File: config.mk
export PLATFORM = sky130hd
export DESIGN_NAME = multi_cycle_ctrl_fsm_flat
export DESIGN_NICKNAME = d
export VERILOG_FILES = /design/src/rtl/multi_cycle_ctrl_fsm_if.sv /design/src/rtl/multi_cycle_ctrl_fsm.sv /design/src/flat_wrapper.sv
export SDC_FILE = /design/constraint.sdc
export NUM_CORES = 1
export LEC_CHECK = 0
export CORE_AREA = 2 2 86 67
export CTS_BUF_LIST = sky130_fd_sc_hd__clkbuf_4
export DETAILED_ROUTE_END_ITERATION = 8
export DIE_AREA = 0 0 88 69
export DONT_BUFFER_PORTS = 1
export GPL_ROUTABILITY_DRIVEN = 0
export PLACE_DENSITY_LB_ADDON = 0.25
export REMOVE_ABC_BUFFERS = 1
export SETUP_SLACK_MARGIN = 0.3
export SYNTH_ARGS = -nofsm -noshare
export SYNTH_HDL_FRONTEND = slang
export SYNTH_SLANG_ARGS = --single-unit
File: constraint.sdc
create_clock -name CLK -period 3.65 [get_ports CLK]
set_clock_uncertainty 0.2 [all_clocks]
set_input_delay 0.5475 -clock CLK [delete_from_list [all_inputs] [get_ports CLK]]
set_output_delay 0.5475 -clock CLK [all_outputs]
set_load 0.03 [all_outputs]
File: src/rtl/multi_cycle_ctrl_fsm_if.sv
// Control bus between the multi-cycle sequencer and the MIPS-subset datapath.
//   op, func   : instruction fields taken from the instruction register
//   zero, sign : ALU flags, only looked at while a branch is resolving
//   PCWre .. ALUOp : control set produced by the sequencer
// Modports:
//   master : the sequencer (reads IR/flags, drives the controls)
//   slave  : the datapath side (drives IR/flags, reads the controls)
interface multi_cycle_ctrl_fsm_if;
    logic [5:0] op;
    logic [5:0] func;
    logic       zero;
    logic       sign;
    logic       PCWre;
    logic       IRWre;
    logic       InsMemRw;
    logic       RegWre;
    logic       ExtSel;
    logic       RegDst;
    logic       ALUSrcA;
    logic       ALUSrcB;
    logic       DBDataSrc;
    logic       mRD;
    logic       mWR;
    logic [1:0] PCSrc;
    logic [2:0] ALUOp;

    modport master (
        input  op, func, zero, sign,
        output PCWre, IRWre, InsMemRw, RegWre, ExtSel, RegDst, ALUSrcA, ALUSrcB,
               DBDataSrc, mRD, mWR, PCSrc, ALUOp
    );

    modport slave (
        output op, func, zero, sign,
        input  PCWre, IRWre, InsMemRw, RegWre, ExtSel, RegDst, ALUSrcA, ALUSrcB,
               DBDataSrc, mRD, mWR, PCSrc, ALUOp
    );
endinterface

File: src/rtl/multi_cycle_ctrl_fsm.sv
// Multi-cycle control sequencer for the MIPS-subset datapath.
// Walks each instruction through IF/ID/EXE/MEM/WB (plus MWB for lw, BR for
// branches, HALT as a parking state) and drives the datapath controls.
// Ports:
//   CLK       : rising-edge clock
//   Reset     : asynchronous active-low reset
//   bus       : control bus (IR fields and flags in, control set out)
//   state     : current state, for debug
//   instr_cnt : retired-instruction count, +1 per PCWre pulse, wraps
module multi_cycle_ctrl_fsm #(
    parameter logic [5:0] HALT_OP = 6'b111111,
    parameter logic [5:0] BEQ_OP  = 6'b110000,
    parameter int         CNT_W   = 16
) (
    input  logic                 CLK,
    input  logic                 Reset,
    multi_cycle_ctrl_fsm_if.master bus,
    output logic [2:0]           state,
    output logic [CNT_W-1:0]     instr_cnt
);

    localparam logic [5:0] OP_RTYPE = 6'b000000;
    localparam logic [5:0] OP_ADDIU = 6'b001001;
    localparam logic [5:0] OP_ANDI  = 6'b001000;
    localparam logic [5:0] OP_ORI   = 6'b001101;
    localparam logic [5:0] OP_SLTI  = 6'b001010;
    localparam logic [5:0] OP_LW    = 6'b100011;
    localparam logic [5:0] OP_SW    = 6'b101011;
    localparam logic [5:0] OP_BNE   = 6'b000101;
    localparam logic [5:0] OP_BLTZ  = 6'b000001;
    localparam logic [5:0] OP_J     = 6'b000010;

    localparam logic [5:0] FN_ADD = 6'b100000;
    localparam logic [5:0] FN_SUB = 6'b100010;
    localparam logic [5:0] FN_AND = 6'b100100;
    localparam logic [5:0] FN_OR  = 6'b100101;
    localparam logic [5:0] FN_SLL = 6'b000000;

    localparam logic [2:0] ALU_ADD  = 3'b000;
    localparam logic [2:0] ALU_SUB  = 3'b001;
    localparam logic [2:0] ALU_SLL  = 3'b010;
    localparam logic [2:0] ALU_OR   = 3'b011;
    localparam logic [2:0] ALU_AND  = 3'b100;
    localparam logic [2:0] ALU_SLT  = 3'b110;
    localparam logic [2:0] ALU_NONE = 3'b111;

    typedef enum logic [2:0] {
        S_IF   = 3'd0,
        S_ID   = 3'd1,
        S_EXE  = 3'd2,
        S_WB   = 3'd3,
        S_MEM  = 3'd4,
        S_MWB  = 3'd5,
        S_BR   = 3'd6,
        S_HALT = 3'd7
    } state_t;

    state_t state_reg;

    // Instruction decode
    logic is_rtype, is_sll, is_addiu, is_andi, is_ori, is_slti;
    logic is_lw, is_sw, is_beq, is_bne, is_bltz, is_j, is_halt;
    logic is_imm, is_branch, is_exec;
    logic br_taken;
    logic pc_wre;
    logic [2:0] alu_code;

    always_comb begin
        is_rtype  = (bus.op == OP_RTYPE) &&
                    ((bus.func == FN_ADD) || (bus.func == FN_SUB) || (bus.func == FN_AND) ||
                     (bus.func == FN_OR)  || (bus.func == FN_SLL));
        is_sll    = is_rtype && (bus.func == FN_SLL);
        is_addiu  = (bus.op == OP_ADDIU);
        is_andi   = (bus.op == OP_ANDI);
        is_ori    = (bus.op == OP_ORI);
        is_slti   = (bus.op == OP_SLTI);
        is_lw     = (bus.op == OP_LW);
        is_sw     = (bus.op == OP_SW);
        is_beq    = (bus.op == BEQ_OP);
        is_bne    = (bus.op == OP_BNE);
        is_bltz   = (bus.op == OP_BLTZ);
        is_j      = (bus.op == OP_J);
        is_halt   = (bus.op == HALT_OP);
        is_imm    = is_addiu || is_andi || is_ori || is_slti;
        is_branch = is_beq || is_bne || is_bltz;
        // Anything that needs the EXE state; everything else that is not
        // j/halt/branch retires as a NOP straight out of ID.
        is_exec   = is_rtype || is_imm || is_lw || is_sw;
        br_taken  = (is_beq && bus.zero) || (is_bne && !bus.zero) || (is_bltz && bus.sign);
    end

    // ALU operation for the current instruction, independent of state
    always_comb begin
        alu_code = ALU_NONE;
        if (is_rtype) begin
            case (bus.func)
                FN_ADD:  alu_code = ALU_ADD;
                FN_SUB:  alu_code = ALU_SUB;
                FN_AND:  alu_code = ALU_AND;
                FN_OR:   alu_code = ALU_OR;
                FN_SLL:  alu_code = ALU_SLL;
                default: alu_code = ALU_NONE;
            endcase
        end else if (is_addiu || is_lw || is_sw) begin
            alu_code = ALU_ADD;
        end else if (is_andi) begin
            alu_code = ALU_AND;
        end else if (is_ori) begin
            alu_code = ALU_OR;
        end else if (is_slti) begin
            alu_code = ALU_SLT;
        end else if (is_branch) begin
            alu_code = ALU_SUB;
        end
    end

    // PC update pulse in the last state of each instruction. Unknown opcodes
    // retire from ID like j, just with a sequential PC.
    always_comb begin
        pc_wre = 1'b0;
        case (state_reg)
            S_ID:    pc_wre = is_j || (!is_halt && !is_branch && !is_exec);
            S_WB,
            S_MWB,
            S_BR:    pc_wre = 1'b1;
            S_MEM:   pc_wre = is_sw;
            default: pc_wre = 1'b0;
        endcase
    end

    always_ff @(posedge CLK or negedge Reset) begin
        if (!Reset) begin
            state_reg <= S_IF;
            instr_cnt <= '0;
        end else begin
            if (pc_wre) begin
                instr_cnt <= instr_cnt + 1'b1;
            end
            case (state_reg)
                S_IF: state_reg <= S_ID;
                S_ID: begin
                    if (is_halt) begin
                        state_reg <= S_HALT;
                    end else if (is_branch) begin
                        state_reg <= S_BR;
                    end else if (is_exec) begin
                        state_reg <= S_EXE;
                    end else begin
                        state_reg <= S_IF;
                    end
                end
                S_EXE:   state_reg <= (is_lw || is_sw) ? S_MEM : S_WB;
                S_MEM:   state_reg <= is_lw ? S_MWB : S_IF;
                S_WB,
                S_MWB,
                S_BR:    state_reg <= S_IF;
                S_HALT:  state_reg <= S_HALT;
                default: state_reg <= S_IF;
            endcase
        end
    end

    assign state = state_reg;

    // Control outputs. Strobes are gated with Reset so they drop the moment
    // reset asserts, without waiting for the state register to settle.
    always_comb begin
        bus.InsMemRw  = 1'b1;
        bus.PCWre     = Reset && pc_wre;
        bus.IRWre     = Reset && (state_reg == S_IF);
        bus.RegWre    = Reset && ((state_reg == S_WB) || (state_reg == S_MWB));
        bus.mRD       = Reset && (state_reg == S_MEM) && is_lw;
        bus.mWR       = Reset && (state_reg == S_MEM) && is_sw;
        bus.ExtSel    = !(is_andi || is_ori);
        bus.RegDst    = is_rtype;
        bus.ALUSrcA   = is_sll;
        bus.ALUSrcB   = is_imm || is_lw || is_sw;
        bus.DBDataSrc = is_lw;

        bus.PCSrc = 2'b00;
        if (Reset) begin
            if ((state_reg == S_ID) && is_j) begin
                bus.PCSrc = 2'b10;
            end else if ((state_reg == S_BR) && br_taken) begin
                bus.PCSrc = 2'b01;
            end
        end

        bus.ALUOp = ALU_NONE;
        if (Reset) begin
            case (state_reg)
                S_EXE, S_MEM, S_MWB, S_WB, S_BR: bus.ALUOp = alu_code;
                default:                         bus.ALUOp = ALU_NONE;
            endcase
        end
    end

endmodule

File: src/flat_wrapper.sv
// flat-port wrapper written by rule: the top's interface ports become plain ports
module multi_cycle_ctrl_fsm_flat 
#(
    parameter logic [5:0] HALT_OP = 6'b111111,
    parameter logic [5:0] BEQ_OP  = 6'b110000,
    parameter int         CNT_W   = 16
)
  (CLK, Reset, state, instr_cnt, bus_op, bus_func, bus_zero, bus_sign, bus_PCWre, bus_IRWre, bus_InsMemRw, bus_RegWre, bus_ExtSel, bus_RegDst, bus_ALUSrcA, bus_ALUSrcB, bus_DBDataSrc, bus_mRD, bus_mWR, bus_PCSrc, bus_ALUOp);
  multi_cycle_ctrl_fsm_if bus_i ();
  input  logic CLK;
  input  logic Reset;
  output logic [2:0] state;
  output logic [CNT_W-1:0] instr_cnt;
  input wire logic [$bits(bus_i.op)-1:0] bus_op;
  input wire logic [$bits(bus_i.func)-1:0] bus_func;
  input wire logic [$bits(bus_i.zero)-1:0] bus_zero;
  input wire logic [$bits(bus_i.sign)-1:0] bus_sign;
  output wire logic [$bits(bus_i.PCWre)-1:0] bus_PCWre;
  output wire logic [$bits(bus_i.IRWre)-1:0] bus_IRWre;
  output wire logic [$bits(bus_i.InsMemRw)-1:0] bus_InsMemRw;
  output wire logic [$bits(bus_i.RegWre)-1:0] bus_RegWre;
  output wire logic [$bits(bus_i.ExtSel)-1:0] bus_ExtSel;
  output wire logic [$bits(bus_i.RegDst)-1:0] bus_RegDst;
  output wire logic [$bits(bus_i.ALUSrcA)-1:0] bus_ALUSrcA;
  output wire logic [$bits(bus_i.ALUSrcB)-1:0] bus_ALUSrcB;
  output wire logic [$bits(bus_i.DBDataSrc)-1:0] bus_DBDataSrc;
  output wire logic [$bits(bus_i.mRD)-1:0] bus_mRD;
  output wire logic [$bits(bus_i.mWR)-1:0] bus_mWR;
  output wire logic [$bits(bus_i.PCSrc)-1:0] bus_PCSrc;
  output wire logic [$bits(bus_i.ALUOp)-1:0] bus_ALUOp;
  assign bus_i.op = bus_op;
  assign bus_i.func = bus_func;
  assign bus_i.zero = bus_zero;
  assign bus_i.sign = bus_sign;
  assign bus_PCWre = bus_i.PCWre;
  assign bus_IRWre = bus_i.IRWre;
  assign bus_InsMemRw = bus_i.InsMemRw;
  assign bus_RegWre = bus_i.RegWre;
  assign bus_ExtSel = bus_i.ExtSel;
  assign bus_RegDst = bus_i.RegDst;
  assign bus_ALUSrcA = bus_i.ALUSrcA;
  assign bus_ALUSrcB = bus_i.ALUSrcB;
  assign bus_DBDataSrc = bus_i.DBDataSrc;
  assign bus_mRD = bus_i.mRD;
  assign bus_mWR = bus_i.mWR;
  assign bus_PCSrc = bus_i.PCSrc;
  assign bus_ALUOp = bus_i.ALUOp;
  multi_cycle_ctrl_fsm #(.HALT_OP(HALT_OP), .BEQ_OP(BEQ_OP), .CNT_W(CNT_W)) u_core (.CLK(CLK), .Reset(Reset), .bus(bus_i), .state(state), .instr_cnt(instr_cnt));
endmodule
==> impl_metrics.ini <==
[power]
power.switching_mw = 0.440
swShare_pct = 51.5
p_leak_nw = 0.621
power_density_nw_per_um2 = 525
power_mw = 0.854
combPwrFrac_pct = 33.6
peakVddDrop_mv = 0.367
sequentialPowerShare_pct = 53.7
p_clk_share_pct = 12.7
p_int_mw = 0.414

[worst_setup_path]
arrival_ns = 2.20
criticalPathCategory = register to primary output
rr_worst_depth = 6
required_ns = 2.90
cp_max_fo = 14
cp-start-kind = register
slowest_delay_ns = 0.77
worstPathCellList = nor2_1 > a221oi_4 > a41oi_4 > nor2b_1
crit_slowest_cell = dfrtp_1
end_kind = primary output
r2r_slack_ns = 1.19

[die]
rows = 23
die_height_um = 69
coreArea_um2 = 5210
die_x_um = 88
dieArea_um2 = 6070
ios = 51
start_util_pct = 29.3

[global_routing]
grt.overflow.total = 0
grt_max_degree = 20
grt_antenna_before_repair = 0
track_usage_pct = 12.4
grt_pass1_vias = 1159
grt_pass1_wl_um = 6070

[timing]
finalSetupViolations = 0
fin_ws_ns = 0.704
hold_slack_ns = 0.363
slew_headroom_pct = 38.8
finalHoldViolCount = 0
maxSlewViolCount = 0
fin_setup_tns_ns = 0
fmax_ghz = 0.339
rsz0062_at_grt = false
tightestPinTransition_ns = 0.909
period_share_pct = 80.7
period_needed_ns = 2.95

[layout]
drive_gt1_share_pct = 14.6
final_cell_mix = dfrtp_1 (19), nand2_1 (18), xor2_1 (14), nor2_1 (12), nand3_1 (11)
layout.nets = 189
diodes = 0
mostFrequentLayoutCell = dfrtp_1
synthToLayoutAreaGrowth_pct = 6.64
largest_register_ffs = 16
final_cells = 246

[hold_path]
hold_class = primary input to register
hold_depth = 3

[drt]
firstDrtPassIters = 5
wl_per_cell_um = 15.0
vias = 1313
drt_iter0_drc = 162
ant_nets = 0
wirelength_um = 3680
drc = 0
viasPerCell = 5.34

[synth]
syn_area_um2 = 1530
async_reset_ff_share_pct = 100
ys_warn_count = 0
synth_top_area_share_pct = 31.2
netlist_top_cells_area = dfrtp_1 (31%), xor2_1 (8.0%), nand2_1 (4.4%), nand3_1 (3.6%), nor2_1 (3.0%)
synth_largest_area_cell = dfrtp_1
ys_seq_area_share_pct = 31.2
synth.avg_cell_area_um2 = 8.82
synth_seq_cells = 19
synth_cells = 173
ys.flop_type = dfrtp_1
synth_edf_count = 0
ys_types = 51

[placement]
dp_hpwl_um = 2730
pre_cts_ws_ns = 0.903
io_buffers = 0
place_inst = 241

[status]
status = finished clean

[clock_network]
cts_made_buffers = 3
numClockSinks = 19
clk_pin_slew_worst_paths_ns = 0.11
h-tree-depth = 1
tritoncts = yes
cts_resized = 0
insertion_delay_ns = 0.30
clockRootBuffer = clkbuf_4
clock_path_buffers = 2

[job]
max_cap_violations = 0
==> cell type report <==
type                       instances  area (µm²)
clock inverter                     1        5.00
fill                             548        3580
tap                               75        93.8
inverter                           6        22.5
timing repair buffer               6        47.5
sequential                        19         475
multi-input combinational        136         960
clock buffer                       3        22.5
==> layer usage <==
layer  up-vias  global-route usage [%]  part of all wire [%]
met2        56                    15.4                    41
met5         -                       0                     0
met1       625                    19.7                    50
met3         2                    4.91                   9.1
met4         0                    2.39                  0.24
li1        630                       -                     -
==> cells by family after synthesis <==
kind of cell	count (synthesis)	synth area share (%)
flops	19	31.2
xor+xnor	17	9.76
mux	2	1.39
fa+ha+maj	1	0.820
simple gates	86	34.9
other cells	1	0.246
buf+inv	18	5.91
compound gates	29	15.8
==> critical path, delay by kind of cell, from the launching register on <==
kind,cells,cell delay (ns)
AND/OR/NAND/NOR,2,0.71
AO/OA/AOI/OAI,2,0.42
flip-flops,1,0.77
==> through the flow <==
stage	area (µm²)	utilization [%]
after detailed placement	1590	30.5
after global placement	1590	30.5
final	1630	31.2
after global routing	1630	31.2
after CTS	1630	31.2
after floorplan	1460	-
==> final timing paths <==
check,start,endpoint
max,u_core.state[0],bus_PCWre
min,bus_op[4],u_core.state[0]
max reg2reg,u_core.state[0],u_core.instr_cnt[15]
min reg2reg,u_core.instr_cnt[15],u_core.instr_cnt[15]
max in group asynchronous,Reset,u_core.instr_cnt[11]
min in group asynchronous,Reset,u_core.instr_cnt[8]
==> what timing repair did <==
action	4_1_cts	5_1_grt
buffers inserted	0	0
hold buffers	1	0
endpoints found under the hold margin	19	0
==> synth_stat cells (2+ instances only) <==
| cell | instances |
|---|---|
| dfrtp_1 | 19 |
| nand2_1 | 18 |
| xor2_1 | 14 |
| nor2_1 | 12 |
| nand3_1 | 11 |
| nor3_1 | 8 |
| a21oi_1 | 6 |
| inv_1 | 6 |
| clkbuf_1 | 5 |
| nor4_1 | 5 |
| o21ai_0 | 5 |
| and3_1 | 3 |
| buf_2 | 3 |
| nand2b_1 | 3 |
| nand4_1 | 3 |
| nand4b_1 | 3 |
| nor3b_2 | 3 |
| nor4b_2 | 3 |
| or2_2 | 3 |
| xnor2_1 | 3 |
| a22oi_1 | 2 |
| buf_6 | 2 |
| nor2b_1 | 2 |
| nor3_2 | 2 |
| o221ai_1 | 2 |
| o32ai_1 | 2 |
==> power groups by stage <==
| stage | registers (mW) | clock network, mW | logic [mW] |
|---|---|---|---|
| after detailed placement | 0.466 | 0 | 0.285 |
| after global placement | 0.467 | 0 | 0.286 |
| after global routing | 0.476 | 0.126 | 0.326 |
| after floorplan | 0.439 | 0 | 0.237 |
| after CTS | 0.461 | 0.115 | 0.291 |
| final | 0.459 | 0.109 | 0.287 |
Note: power is estimated with default switching activity, not from simulation.
